[src/rtl/input_conditioner.sv]
// Button/switch conditioner: two-flop synchronizer, counter debouncer,
// debounced level, one-cycle rise strobe and a stretched press pulse.
module input_conditioner #(
   parameter int STABLE_CYCLES = 16,
   parameter int PULSE_CYCLES  = 2
) (
   input  logic CLK,
   input  logic reset,
   input  logic btn_raw,
   output logic btn_level,
   output logic btn_rise,
   output logic btn_pulse
);

   localparam int CW = $clog2(STABLE_CYCLES) + 1;
   localparam int PW = $clog2(PULSE_CYCLES) + 1;

   localparam logic [CW-1:0] CNT_ONE  = CW'(1);
   localparam logic [CW-1:0] CNT_LAST = CW'(STABLE_CYCLES - 1);
   localparam logic [PW-1:0] PCNT_ONE = PW'(1);
   localparam logic [PW-1:0] PLOAD    = PW'(PULSE_CYCLES);

   typedef enum logic [1:0] {
      STABLE_LO,
      WAIT_HI,
      STABLE_HI,
      WAIT_LO
   } state_t;

   state_t          state;
   state_t          state_nx;
   logic            s1;
   logic            s2;
   logic [CW-1:0]   cnt;
   logic [CW-1:0]   cnt_nx;
   logic [PW-1:0]   pcnt;
   logic [PW-1:0]   pcnt_nx;
   logic            level_nx;
   logic            rise_nx;

   always_ff @(posedge CLK or negedge reset) begin
      if (!reset) begin
         s1 <= 1'b0;
         s2 <= 1'b0;
      end else begin
         s1 <= btn_raw;
         s2 <= s1;
      end
   end

   always_ff @(posedge CLK or negedge reset) begin
      if (!reset) begin
         state     <= STABLE_LO;
         cnt       <= '0;
         pcnt      <= '0;
         btn_level <= 1'b0;
         btn_rise  <= 1'b0;
      end else begin
         state     <= state_nx;
         cnt       <= cnt_nx;
         pcnt      <= pcnt_nx;
         btn_level <= level_nx;
         btn_rise  <= rise_nx;
      end
   end

   // The pulse runs down on its own; only an accepted rise reloads it.
   always_comb begin
      state_nx = state;
      cnt_nx   = '0;
      level_nx = btn_level;
      rise_nx  = 1'b0;
      pcnt_nx  = (pcnt != '0) ? pcnt - PCNT_ONE : '0;
      unique case (state)
         STABLE_LO: begin
            if (s2) begin
               state_nx = WAIT_HI;
               cnt_nx   = CNT_ONE;
            end
         end
         WAIT_HI: begin
            if (!s2) begin
               state_nx = STABLE_LO;
            end else if (cnt == CNT_LAST) begin
               state_nx = STABLE_HI;
               level_nx = 1'b1;
               rise_nx  = 1'b1;
               pcnt_nx  = PLOAD;
            end else begin
               cnt_nx = cnt + CNT_ONE;
            end
         end
         STABLE_HI: begin
            if (!s2) begin
               state_nx = WAIT_LO;
               cnt_nx   = CNT_ONE;
            end
         end
         WAIT_LO: begin
            if (s2) begin
               state_nx = STABLE_HI;
            end else if (cnt == CNT_LAST) begin
               state_nx = STABLE_LO;
               level_nx = 1'b0;
            end else begin
               cnt_nx = cnt + CNT_ONE;
            end
         end
      endcase
   end

   assign btn_pulse = (pcnt != '0);

endmodule
[config.mk]
export PLATFORM = sky130hd
export DESIGN_NAME = input_conditioner
export DESIGN_NICKNAME = d
export VERILOG_FILES = /design/src/rtl/input_conditioner.sv
export SDC_FILE = /design/constraint.sdc
export NUM_CORES = 1
export LEC_CHECK = 0
export ABC_AREA = 1
export CAP_MARGIN = 20
export CELL_PAD_IN_SITES_DETAIL_PLACEMENT = 0
export CELL_PAD_IN_SITES_GLOBAL_PLACEMENT = 2
export CORE_AREA = 2 2 47 49
export CTS_CLUSTER_SIZE = 24
export DETAILED_ROUTE_END_ITERATION = 7
export DIE_AREA = 0 0 49 51
export PLACE_DENSITY_LB_ADDON = 0.1
export SYNTH_ARGS = -nofsm -noshare
export SYNTH_HDL_FRONTEND = slang
export SYNTH_SLANG_ARGS = --single-unit
[constraint.sdc]
create_clock -name CLK -period 1 [get_ports CLK]
set_input_delay 0.1 -clock CLK [delete_from_list [all_inputs] [get_ports CLK]]
set_output_delay 0.1 -clock CLK [all_outputs]
set_load 0.05 [all_outputs]
==> results of run 1 <==
-- path summary, 6_finish.rpt --
check                           startpoint         to  slack (ns)  depth (start not counted)
worst min-delay path                 reset   btn_rise        0.12                          2
min in group CLK                   btn_raw         s1        0.26                          1
max in group asynchronous            reset   state[0]        0.70                          2
worst min register to register          s1         s2        0.36                          0
worst max register to register      cnt[1]    pcnt[0]       -0.11                          6
worst max-delay path               pcnt[1]  btn_pulse       -0.15                          2
-- stage by stage --
stage / total power, mW / area [sq um]
floorplan: 0.581 / 554
global placement: 0.618 / 694
detailed placement: 0.617 / 694
CTS: 0.958 / 776
global route: 1.01 / 845
finish: 0.958 / 845
-- synthesized netlist by cell type --
cell                       count
sky130_fd_sc_hd__nand2_1      13
sky130_fd_sc_hd__dfrtp_1      13
sky130_fd_sc_hd__a21oi_1       1
sky130_fd_sc_hd__nand4_2       1
sky130_fd_sc_hd__nor2_1        6
sky130_fd_sc_hd__nand3_2       1
sky130_fd_sc_hd__o21ai_1       1
sky130_fd_sc_hd__o21ai_0       1
sky130_fd_sc_hd__ha_1          1
sky130_fd_sc_hd__nand3_1       2
sky130_fd_sc_hd__nor2_2        2
sky130_fd_sc_hd__inv_1        10
sky130_fd_sc_hd__xor2_1        1
sky130_fd_sc_hd__or2_2         1
sky130_fd_sc_hd__xnor2_1       1
sky130_fd_sc_hd__nand3b_2      1
-- area by class of cell --
cell class,count,share of cell area
clock buffer,4,0.0311
multi-input combinational,33,0.323
tap,28,0.0415
inverter,10,0.0444
sequential,13,0.387
timing repair buffer,14,0.173
-- cell usage in the layout, fill, tap and decap left out, drive strengths merged --
cell type	count
dfrtp	13
nand2	13
buf	12
inv	10
nor2	8
clkbuf	4
nand3	3
o21ai	2
clkdlybuf4s50	2
or2	1
nand3b	1
nand4	1
a21oi	1
xor2	1
xnor2	1
ha	1
-- sequential cells by signal, summed over array words and instances (netlist names), named ones only --
signal     cells
s1             1
btn_level      1
pcnt           2
s2             1
btn_rise       1
state          1
cnt            5
-- repair_timing --
| action | in CTS | in global routing |
|---|---|---|
| resized for setup | 9 | 15 |
| pin swaps | 7 | 7 |
| setup buffers | 1 | 3 |
| setup endpoints to repair | 11 | 12 |
-- kinds of logic after synthesis --
family	share of synthesized area
and+or+nand+nor	0.247
DFF	0.600
buffers and inverters	0.0693
AOI/OAI and AO/OA	0.0277
xor gates and xnor gates	0.0323
adders and majority gates	0.0231
-- where the power goes --
| part | switching, mW | internal (mW) | total (mW) |
|---|---|---|---|
| clock | 0.173 | 0.154 | 0.327 |
| sequential | 0.0124 | 0.537 | 0.549 |
| combinational | 0.0397 | 0.0415 | 0.0812 |
| total | 0.225 | 0.733 | 0.958 |
-- layer usage --
layer	global-route usage	vias to the layer above
li1	-	205
met2	0.162	10
met1	0.109	202
met5	0	-
met4	0.0571	0
met3	0.0263	2
==> Flow_metrics.wiki, run 1 <==
{| class="wikitable"
! Metric !! Value
|-
| Result of the run || complete, but fails checks
|-
| Failing checks || setup timing
|-
| Utilization after layout || 0.409
|-
| Cell-by-cell trace of the critical path || or2_4 -> buf_8
|-
| Synthesized area || roughly 540 sq um
|-
| Worst-path fanout max || 3
|-
| Syn avg cell area || between 9 and 10 sq um
|-
| First-pass iteration count of the detailed router || 4
|-
| TritonCTS buffer count || 3
|-
| Routed length on met1 || 445 um
|-
| Initial antenna violation count || 0
|-
| Area leader, netlist || sky130_fd_sc_hd__dfrtp_1
|-
| First-pass GRT wire length || approximately 1.7 mm
|-
| Category of cells accounting for the largest share of critical-path delay || flip-flops
|-
| Final wirelength || between 1 and 1.5 mm
|-
| GRT overflow || 0
|-
| Total via count in the routed design || ~420
|-
| Fin cells || slightly above 100
|-
| Storage element area || ~330 sq um
|-
| Clock H-tree levels || 1
|-
| Number of distinct library cells after synthesis || 16
|-
| Largest vdd supply drop || slightly above 0.7 mV
|-
| HPWL reported at the end of detailed placement || between 700 and 800 um
|-
| Max cap viols || 0
|-
| Area of combinational cells with multiple inputs || between 200 and 300 sq um
|-
| Drt initial violations || 4
|-
| Std-Cell Core Area || 2060 sq um
|-
| Unrepaired setup endpoints after global routing || yes
|-
| Fillcell total || between 200 and 250
|-
| Wire length on met3 || 39 um
|-
| Fraction of the cycle the final worst path needs || 1.15
|-
| Count of antenna diodes in the layout || 0
|-
| Share of synthesized area occupied by flip-flops and latches || 0.600
|-
| Type of the tightest min-delay check || input port to asynchronous set/reset pin
|-
| Clock Tree Root || sky130_fd_sc_hd__clkbuf_4
|-
| TNS Setup || -0.554 ns
|-
| Synthesized flop and latch total || 13
|-
| Power per standard cell area || 1130 nW/um^2
|-
| Critical path startpoint category || flop
|-
| Cell at the slowest stage of the critical path || sky130_fd_sc_hd__dfrtp_1
|-
| Worst slack at placement || -0.111 ns
|-
| Pin count of the biggest net entering global routing || 14
|-
| Largest cells by area after synthesis || sky130_fd_sc_hd__dfrtp_1 60%, sky130_fd_sc_hd__nand2_1 9.0%, sky130_fd_sc_hd__inv_1 6.9%
|-
| Area added between synthesis and finish || 55.9%
|-
| Die height || 51 um
|-
| # clock sinks || 13
|-
| DP Cell Count || 94
|-
| Mapped Cells || 56
|-
| Wire length per cell || slightly above 10 um
|-
| Number of buffers between clock root and the deepest sink || 2
|-
| Top layer used by detailed routing || met4
|-
| Crit path setup slack, layout || -0.153 ns
|-
| Worst hold slack across all endpoints || 0.122 ns
|-
| Insertion delay of the later-clocked pin in the worst-skew pair || roughly 0.27 ns
|-
| Die Area || ~2500 sq um
|-
| Clock transition at the register clock pins on the worst setup and hold paths after CTS || 0.08 ns
|-
| Pleak || approximately 0.43 nW
|-
| Fmax || between 800 and 900 MHz
|-
| Proportion of netlist area held by the largest area contributor || 0.600
|-
| Final number of setup-violating endpoints || 11
|-
| Boundary Pins || 6
|-
| Largest clock skew in the final design || between 0.0015 and 0.002 ns
|-
| Clock period minus final worst setup slack || roughly 1.2 ns
|-
| Remaining routing DRC violations || 0
|-
| Met2 routed wirelength || 548 um
|-
| Hold-fix buffers at CTS || 0
|-
| CP bufs+invs || 1
|-
| Final hold violations || 0
|-
| Number of I/O port buffers || 5
|-
| Tightest slew margin relative to the limit || 0.807
|-
| Share of final-layout standard cells stronger than drive strength 1 || 0.486
|-
| Vias in the first global route || between 300 and 400
|-
| Count of warnings emitted by yosys || 0
|-
| Crit path required time || 0.90 ns
|-
| Longest individual stage delay on the worst path || ~0.4 ns
|-
| Net total in the final layout || slightly below 80
|-
| Signal arrival time at the worst endpoint || approximately 1.1 ns
|-
| Detailed-route vias per instance || ~4.1
|-
| Row count || 17
|-
| Gpl congestion || ~0.68
|-
| Antenna violation net count after detailed routing || 0
|-
| Starting Density || 0.263
|-
| Endpoint kind of the worst setup timing path || output pin
|-
| Clock tree from TritonCTS || done
|-
| Synthesized Nets || 60
|-
| Global routing usage summed across all routing layers || 0.0961
|-
| Final max-slew violation count || 0
|-
| Die width || between 40 and 50 um
|-
| Pin slew with the least headroom to its limit || 0.290 ns
|-
| Classification of the worst setup path || flop to output pin
|}
(Power assumes the default switching activity.)
==> run 2, diff against run 1 <==
--- a/config.mk
+++ b/config.mk
@@ -9,10 +9,11 @@
 export CAP_MARGIN = 20
 export CELL_PAD_IN_SITES_DETAIL_PLACEMENT = 0
 export CELL_PAD_IN_SITES_GLOBAL_PLACEMENT = 2
-export CORE_AREA = 2 2 47 49
-export CTS_CLUSTER_SIZE = 24
+export CORE_AREA = 2 2 45 47
+export CTS_BUF_LIST = sky130_fd_sc_hd__clkbuf_8
+export CTS_CLUSTER_SIZE = 40
 export DETAILED_ROUTE_END_ITERATION = 7
-export DIE_AREA = 0 0 49 51
+export DIE_AREA = 0 0 47 49
 export PLACE_DENSITY_LB_ADDON = 0.1
 export SYNTH_ARGS = -nofsm -noshare
 export SYNTH_HDL_FRONTEND = slang
==> run 2 against run 1 <==
Against the previous run: the flow still finishes with violations (setup timing); critical endpoint unchanged; clock-buffer cell count down 1; wire length down 5.5%; non-clock buffer count up 1; sequential share of layout area down 0.45 points.
==> Flow_metrics.wiki, run 2 (synthesized netlist as in run 1, its figures left out) <==
{| class="wikitable"
! Metric !! Value
|-
| Result of the run || complete, but fails checks
|-
| Row count || 16
|-
| Clock transition at the register clock pins on the worst setup and hold paths after CTS || 0.05 ns
|-
| Die Area || roughly 2300 sq um
|-
| Share of final-layout standard cells stronger than drive strength 1 || 0.467
|-
| Die height || about 49 um
|-
| Crit path setup slack, layout || -0.116 ns
|-
| Pleak || approximately 0.45 nW
|-
| Critical path startpoint category || flop
|-
| Initial antenna violation count || 0
|-
| TritonCTS buffer count || 3
|-
| Fraction of the cycle the final worst path needs || 1.12
|-
| Most common library cell in the layout ignoring fill and taps || sky130_fd_sc_hd__dfrtp_1
|-
| Final wirelength || 983 um
|-
| First-pass GRT wire length || ~1.7 mm
|-
| Unrepaired setup endpoints after global routing || yes
|-
| Pin count of the biggest net entering global routing || 14
|-
| Antenna violation net count after detailed routing || 0
|-
| Total via count in the routed design || roughly 400
|-
| Remaining routing DRC violations || 0
|-
| Cell at the slowest stage of the critical path || sky130_fd_sc_hd__dfrtp_1
|-
| Std-Cell Core Area || about 1800 sq um
|-
| Count of antenna diodes in the layout || 0
|-
| Clock group share of total power || 0.422
|-
| Insertion delay of the later-clocked pin in the worst-skew pair || roughly 0.24 ns
|-
| Cell-by-cell trace of the critical path || or2_4 -> buf_8
|-
| Largest clock skew in the final design || roughly 0.0016 ns
|-
| Fillcell total || approximately 190
|-
| Clock period minus final worst setup slack || roughly 1.1 ns
|-
| First-pass iteration count of the detailed router || 4
|-
| Drt initial violations || 4
|-
| HPWL reported at the end of detailed placement || around 670 um
|-
| Worst-path fanout max || 2
|-
| Type of the tightest min-delay check || input port to asynchronous set/reset pin
|-
| Share of total power in sequential cells || 0.514
|-
| Clock Tree Root || sky130_fd_sc_hd__clkbuf_8
|-
| Final max-slew violation count || 0
|-
| Global routing usage summed across all routing layers || 0.110
|-
| Timing startpoint of the critical path || pcnt[0]
|-
| Classification of the worst setup path || flop to output pin
|-
| Max FFs per register || 5
|-
| Startpoint of the most critical register-to-register path || cnt[1]
|-
| Number of I/O port buffers || 5
|-
| Category of cells accounting for the largest share of critical-path delay || flip-flops
|-
| Die width || between 40 and 50 um
|-
| Top reg by flops || cnt
|-
| Longest individual stage delay on the worst path || roughly 0.37 ns
|-
| Worst hold slack across all endpoints || 0.157 ns
|-
| Top Registers || cnt x5, pcnt x2
|-
| Final hold violations || 0
|-
| Endpoint kind of the worst setup timing path || output pin
|-
| Total power of the final layout || 1.07 mW
|-
| Boundary Pins || 6
|-
| Largest vdd supply drop || slightly above 0.9 mV
|-
| Final number of setup-violating endpoints || 6
|-
| GRT overflow || 0
|-
| # clock sinks || 13
|-
| Area added between synthesis and finish || 57.7%
|-
| Pin slew with the least headroom to its limit || ~0.24 ns
|-
| CP bufs+invs || 1
|-
| Net switching power of the design || between 0.2 and 0.25 mW
|-
| Starting Density || 0.294
|-
| Tightest slew margin relative to the limit || 0.843
|-
| Combinational share of power || 0.064
|-
| Clock H-tree levels || 1
|-
| Net total in the final layout || 80
|-
| Wire length per cell || approximately 9.6 um
|-
| Worst slack at placement || -0.101 ns
|-
| Signal arrival time at the worst endpoint || 1.02 ns
|-
| Max cap viols || 0
|-
| Most used cells in the layout excluding fill and tap cells || 12 x sky130_fd_sc_hd__dfrtp_1, 10 x sky130_fd_sc_hd__nand2_1, 10 x sky130_fd_sc_hd__buf_4
|-
| Cell Area, Placed || 686 sq um
|-
| Power per standard cell area || ~1300 nW/um^2
|-
| Int Power || 0.843 mW
|-
| Switching part of the total power || 0.213
|-
| Crit path required time || roughly 0.9 ns
|-
| Vias in the first global route || 406
|-
| Failing checks || setup timing
|-
| Fmax || 896 MHz
|-
| TNS Setup || -0.275 ns
|-
| Detailed-route vias per instance || approximately 4.0
|-
| Layout Cell Area excl Fill || roughly 850 sq um
|-
| Gpl congestion || roughly 0.70
|-
| Clock tree from TritonCTS || done
|-
| Number of buffers between clock root and the deepest sink || 2
|}
## run 2: cell types whose count changed in the layout (fill, tap and decap cells not counted)
cell / change
sky130_fd_sc_hd__buf_6: -1
sky130_fd_sc_hd__clkbuf_1: -1
sky130_fd_sc_hd__clkbuf_4: -3
sky130_fd_sc_hd__o21ai_2: -1
sky130_fd_sc_hd__inv_1: +1
sky130_fd_sc_hd__nand2_4: -1
sky130_fd_sc_hd__nand2_1: +1
sky130_fd_sc_hd__o21ai_1: +1
sky130_fd_sc_hd__buf_4: +2
sky130_fd_sc_hd__clkbuf_8: +3
## run 2: cell type report
cell class / count / area [sq um] / area share
clock buffer: 3 / 41.3 / 0.0483
clock inverter: 1 / 3.75 / 0.00439
inverter: 10 / 37.5 / 0.0439
multi-input combinational: 33 / 262 / 0.306
sequential: 13 / 327 / 0.382
tap: 27 / 33.8 / 0.0395
timing repair buffer: 15 / 150 / 0.176
## run 2: worst reg2reg max path: cells and delay by family (launching register included)
family | cells | cell delay, ns
buffers and inverters | 1 | 0.03
DFF | 1 | 0.39
adders and majority gates | 1 | 0.19
and+or+nand+nor | 4 | 0.36
## run 2: metal layers
| metal | vias up | track usage | routed length (um) |
|---|---|---|---|
| li1 | 206 | - | - |
| met1 | 185 | 0.140 | 441 |
| met2 | 8 | 0.148 | 459 |
| met3 | 5 | 0.0556 | 59 |
| met4 | 0 | 0.0556 | 23 |
| met5 | - | 0 | 0 |
## run 2: worst paths after layout
check,end,cells past startpoint,slack [ns]
setup / recovery,btn_pulse,2,-0.12
setup reg to reg,pcnt[0],6,-0.08
max in group asynchronous,cnt[2],2,0.67
min in group CLK,s1,1,0.29
hold reg to reg,s2,0,0.36
hold / removal,cnt[3],2,0.16
## run 2: what timing repair did
action	4_1_cts	5_1_grt
setup buffers	2	4
gates resized for setup	12	8
pin swaps	9	6
setup endpoints to repair	11	12
endpoints found under the hold margin	0	0
hold buffers	0	0
## run 2: metrics by stage
step | util | cells
CTS | 0.437 | 98
global route | 0.464 | 102
floorplan | - | 56
detailed placement | 0.372 | 92
finish | 0.464 | 102
global placement | 0.372 | 92
## run 2: power groups by stage
stage	logic (mW)	registers, mW	clock network (mW)
final	0.0685	0.551	0.452
after global routing	0.0773	0.552	0.501
after CTS	0.0644	0.550	0.477
after detailed placement	0.0590	0.558	0
after global placement	0.0596	0.558	0
after floorplan	0.0240	0.557	0
==> run 3, diff against run 2 <==
--- a/config.mk
+++ b/config.mk
@@ -6,7 +6,6 @@
 export NUM_CORES = 1
 export LEC_CHECK = 0
 export ABC_AREA = 1
-export CAP_MARGIN = 20
 export CELL_PAD_IN_SITES_DETAIL_PLACEMENT = 0
 export CELL_PAD_IN_SITES_GLOBAL_PLACEMENT = 2
 export CORE_AREA = 2 2 45 47
==> results of run 3 <==
No change in the layout: final DEF, timing and power equal those of run 2.
